$ cat src/rtl/io_pkg.sv
// Shared types and default timing constants for the board-input conditioner.
// No datapath of its own; the defaults assume a 23 MHz core clock.
package io_pkg;

    typedef enum logic [1:0] {
        IDLE       = 2'd0,
        PRESS_DB   = 2'd1,
        HELD       = 2'd2,
        RELEASE_DB = 2'd3
    } db_state_t;

    localparam int DEBOUNCE_CYCLES_DEF = 230000;
    localparam int SYNC_STAGES_DEF     = 2;

endpackage

$ cat src/rtl/sync_ff.sv
// Multi-bit, DEPTH-stage synchroniser for asynchronous board inputs. Latency is DEPTH cycles.
// There is no backpressure. Bits outside RST_MASK keep sampling during reset.
module sync_ff #(
    parameter int               WIDTH    = 1,
    parameter int               DEPTH    = 2,
    parameter logic [WIDTH-1:0] RST_MASK = '1
) (
    input  logic             clk,
    input  logic             reset,
    input  logic [WIDTH-1:0] d,
    output logic [WIDTH-1:0] q
);

    logic [WIDTH-1:0] stage [DEPTH];

    always_ff @(posedge clk) begin
        if (reset) begin
            stage[0] <= d & ~RST_MASK;
            for (int i = 1; i < DEPTH; i++) begin
                stage[i] <= stage[i-1] & ~RST_MASK;
            end
        end else begin
            stage[0] <= d;
            for (int i = 1; i < DEPTH; i++) begin
                stage[i] <= stage[i-1];
            end
        end
    end

    assign q = stage[DEPTH-1];

endmodule

$ cat src/rtl/io_input_conditioner.sv
// Debounces the confirm button into one pulse per press and snapshots the switches and test select.
// Pulse latency is SYNC_STAGES+DEBOUNCE_CYCLES cycles after a clean press. There is no backpressure.
module io_input_conditioner
    import io_pkg::*;
#(
    parameter int DEBOUNCE_CYCLES = DEBOUNCE_CYCLES_DEF,
    parameter int SYNC_STAGES     = SYNC_STAGES_DEF,
    parameter int SW_WIDTH        = 8
) (
    input  logic                clk,
    input  logic                reset,
    input  logic                btn_raw,
    input  logic [SW_WIDTH-1:0] sw_raw,
    input  logic [2:0]          test_raw,
    input  logic                ecall_wait,
    output logic                confirm_pulse,
    output logic [SW_WIDTH-1:0] sw_value,
    output logic [2:0]          test_number,
    output logic                btn_level
);

    localparam int CW = $clog2(DEBOUNCE_CYCLES + 1);
    localparam logic [CW-1:0] CNT_LAST = CW'(DEBOUNCE_CYCLES - 1);
    localparam logic [CW-1:0] CNT_MAX  = CW'(DEBOUNCE_CYCLES);
    localparam int SW_BITS = 3 + SW_WIDTH + 1;

    // The test-select bits keep tracking in reset so test_number can capture the board setting.
    localparam logic [SW_BITS-1:0] SYNC_RST_MASK = {3'b000, {SW_WIDTH{1'b1}}, 1'b1};

    logic                btn_sync;
    logic [SW_WIDTH-1:0] sw_sync;
    logic [2:0]          test_sync;

    sync_ff #(
        .WIDTH    (SW_BITS),
        .DEPTH    (SYNC_STAGES),
        .RST_MASK (SYNC_RST_MASK)
    ) u_sync (
        .clk   (clk),
        .reset (reset),
        .d     ({test_raw, sw_raw, btn_raw}),
        .q     ({test_sync, sw_sync, btn_sync})
    );

    db_state_t     state, state_next;
    logic [CW-1:0] cnt;
    logic          cnt_run;
    logic          pulse_set;

    always_ff @(posedge clk) begin
        if (reset) begin
            state <= IDLE;
        end else begin
            state <= state_next;
        end
    end

    always_comb begin
        state_next = state;
        case (state)
            IDLE: begin
                if (btn_sync) state_next = PRESS_DB;
            end
            PRESS_DB: begin
                if (!btn_sync)            state_next = IDLE;
                else if (cnt == CNT_LAST) state_next = HELD;
            end
            HELD: begin
                if (!btn_sync) state_next = RELEASE_DB;
            end
            RELEASE_DB: begin
                if (btn_sync)             state_next = HELD;
                else if (cnt == CNT_LAST) state_next = IDLE;
            end
            default: state_next = IDLE;
        endcase
    end

    always_comb begin
        cnt_run   = ((state == PRESS_DB) && btn_sync) || ((state == RELEASE_DB) && !btn_sync);
        pulse_set = (state == PRESS_DB) && (state_next == HELD);
        btn_level = (state == HELD) || (state == RELEASE_DB);
    end

    // Counter only runs while the qualified level is stable; any other sample clears it.
    always_ff @(posedge clk) begin
        if (reset) begin
            cnt <= '0;
        end else if (cnt_run) begin
            if (cnt != CNT_MAX) cnt <= cnt + 1'b1;
        end else begin
            cnt <= '0;
        end
    end

    always_ff @(posedge clk) begin
        if (reset) begin
            confirm_pulse <= 1'b0;
            sw_value      <= '0;
            test_number   <= test_sync;
        end else begin
            confirm_pulse <= pulse_set;
            if (pulse_set) sw_value <= sw_sync;
            if (pulse_set && !ecall_wait) test_number <= test_sync;
        end
    end

endmodule

$ cat config.mk
export PLATFORM = sky130hd
export DESIGN_NAME = io_input_conditioner
export DESIGN_NICKNAME = d
export VERILOG_FILES = /design/src/rtl/io_pkg.sv /design/src/rtl/sync_ff.sv /design/src/rtl/io_input_conditioner.sv
export SDC_FILE = /design/constraint.sdc
export NUM_CORES = 1
export LEC_CHECK = 0
export ABC_CLOCK_PERIOD_IN_PS = 2400
export BUFFER_PORTS_ARGS = -buffer_cell sky130_fd_sc_hd__buf_2
export CELL_PAD_IN_SITES_DETAIL_PLACEMENT = 1
export CELL_PAD_IN_SITES_GLOBAL_PLACEMENT = 1
export CORE_AREA = 8 8 105 59
export CTS_BUF_LIST = sky130_fd_sc_hd__clkbuf_8
export CTS_CLUSTER_SIZE = 24
export DETAILED_ROUTE_END_ITERATION = 8
export DIE_AREA = 0 0 113 67
export PLACE_DENSITY_LB_ADDON = 0.1
export SYNTH_ARGS = -nofsm -noshare
export SYNTH_HDL_FRONTEND = slang
export SYNTH_SLANG_ARGS = --single-unit
$ cat constraint.sdc
create_clock -name clk -period 2.4 [get_ports clk]
set_input_delay 0 -clock clk [delete_from_list [all_inputs] [get_ports clk]]
set_output_delay 0 -clock clk [all_outputs]
set_load 0.02 [all_outputs]
==> results.tsv <==
metric	value	unit
Cell Area, Synth	0.00203	sq mm
cell with the most instances after synthesis	dfxtp_1	
Chip Width	113	microns
CP required	2.36	ns
Yosys top cell by area	dfxtp_1	
share of cells above drive strength 1	18.7	%
Avg Synthesized Cell Area	9.91	sq um
final setup vio count	0	
area grow syn2layout	20.3	%
CTS sink count	56	
post-synth net total	222	
filler instances	548	
Post-synth EDFFs	3	
Post-synth ARST share	0	%
Max Buffers Root-to-Sink	2	
post-DR vias/cell	5.21	
H-tree levels	2	
kind of critical path	reg2reg	
Critical Path, Cell by Cell	ha_1, nand3_2, nand4bb_1, or2_1, o21ai_0	
Fin Setup TNS	0	ns
initial antenna violation count	0	
full die area	0.00757	sq mm
PortBufs	27	
actual slew at the worst max-slew pin	0.634	ns
Crit. End Element	register	
Leak Pwr	0.879	nW
Crit path largest cell delay	0.43	ns
synthesized instance count	205	
crit-path max FO	8	
Slew headroom	57.6	%
Die Ht	67	microns
maximum vdd drop	0.304	mV
ys flop type	dfxtp_1	
CP startpoint kind	register	
TritonCTS Buffers	5	
Core Rows	18	
yosys warns	0	
1st-pass router iterations	4	
largest net degree at the start of global routing	30	
CTS tree	done	
grt total ovfl	0	
Root Buffer	clkbuf_8	
non-filler instance count after layout	306	
final WL	5010	microns
Pins Over Slew Limit	0	
Total GRT Usage	14.5	%
setup bufs post-CTS	0	
Area contributors post-synth	dfxtp_1, nor2b_1, edfxtp_1	
crit share post-route	88.8	%
power per cell area	636	mW/mm^2
Yosys cell types	36	
#FFs+latches synth	56	
Routed Antenna Nets	0	
fmax	469	MHz
skew final	0.00699	ns
final hold vios	0	
Critical-path top delay cell	dfxtp_1	
Yosys top cell area share	52.2	%
gpl congestion	0.864	
Worst Path Arrival	2.09	ns
Core Area	0.00473	sq mm
Post-synth top cells	dfxtp_1, nor2b_1, a21oi_1, o21ai_0, nand4_1	
HPWL Detailed	3750	microns
outcome	finished clean	
Ant. Diodes	0	
vias in the first global route	1658	
Hold Path Class	in2reg	
routed len/inst	16.4	microns
RSZ-0062 raised after global routing	no	
DRC viols	0	
Skew-Pair Late Insertion Delay	0.31	ns
clock slew at reported path FFs	0.10	ns
Final Util	51.7	%
post-layout min period	2.13	ns
first-pass GRT wire length	8580	microns
routed vias	1595	
initial core utilization	43.0	%
Initial DRC Count	94	
sequential fraction of the synthesis area	56.7	%
I/O pins	28	
placed cell count	286	
Nets	262	
max_cap viols	0	
layer usage:
layer	track usage [%]	vias to the layer above	part of all wire [%]
met4	5.10	0	0.94
met3	3.79	4	3.8
met5	0	-	0
met1	20.1	770	55
met2	21.3	26	41
li1	-	795	-
where the power goes:
part | internal [mW] | switching, mW
Combinational | 0.0320 | 0.0258
Sequential | 0.960 | 0.00681
Clock | 0.216 | 0.315
cell families after synthesis:
| group | after synthesis | share of synthesized area [%] |
|---|---|---|
| DFF | 56 | 56.7 |
| AOI/OAI and AO/OA | 36 | 9.42 |
| xor gates and xnor gates | 9 | 3.88 |
| adders and majority gates | 2 | 1.23 |
| buffers and inverters | 17 | 3.39 |
| and+or+nand+nor | 85 | 25.4 |
cell usage in the layout, fill, tap and decap left out, drive strengths merged, types with 3 or more instances in the layout:
master / Yosys / routed
o21ai: 16 / 16
nand2: 8 / 8
buf: 2 / 31
nor2b: 19 / 19
nor2: 9 / 9
or3: 6 / 6
nand3: 6 / 6
nand4: 14 / 14
clkbuf: 8 / 5
inv: 7 / 9
dlygate4sd3: 0 / 12
edfxtp: 3 / 3
nor3: 7 / 7
xnor2: 4 / 4
or4: 4 / 4
dfxtp: 53 / 53
a21oi: 16 / 16
xor2: 5 / 5
worst max-delay path: cells and delay by family (launching register included):
kind	cells	cell delay, ns
AOI/OAI and AO/OA	1	0.39
adders and majority gates	1	0.25
DFF	1	0.43
and+or+nand+nor	3	0.72
flip-flops by register name, summed over array words and instances (netlist names):
| name | flops |
|---|---|
| u_sync.stage | 24 |
| cnt | 18 |
| sw_value | 8 |
| test_number | 3 |
| state | 2 |
| confirm_pulse | 1 |
metrics by stage:
stage	setup slack, ns	instance area (sq um)	power [mW]	hold WS (ns)
2_1_floorplan	0.457	2030	1.01	0.0277
3_3_place_gp	0.410	2230	1.03	0.104
3_5_place_dp	0.291	2230	1.03	0.106
4_1_cts	0.277	2440	1.58	0.140
5_1_grt	0.130	2440	1.64	0.153
6_report	0.270	2440	1.55	0.138
timing repair:
item,in CTS,in global routing
endpoints found under the hold margin,12,0
resized for setup,0,0
hold buffers,12,0
final cells by class:
cell class                 instances  area (sq um)  share of cell area [%]
inverter                           7          26.3                    1.07
timing repair buffer              43           285                    11.7
clock inverter                     3          26.3                    1.07
multi-input combinational        132           812                    33.2
tap                               60          75.1                    3.07
sequential                        56          1150                    47.1
clock buffer                       5          68.8                    2.81
final timing paths:
path | slack [ns] | cells past startpoint | startpoint | endpoint
setup / recovery | 0.27 | 5 | cnt[1] | test_number[1]
hold / removal | 0.14 | 2 | reset | u_sync.stage[0][20]
setup reg to reg | 0.27 | 5 | cnt[1] | test_number[1]
hold reg to reg | 0.34 | 0 | u_sync.stage[0][11] | u_sync.stage[0][23]
Note: power is estimated with default switching activity, not from simulation.
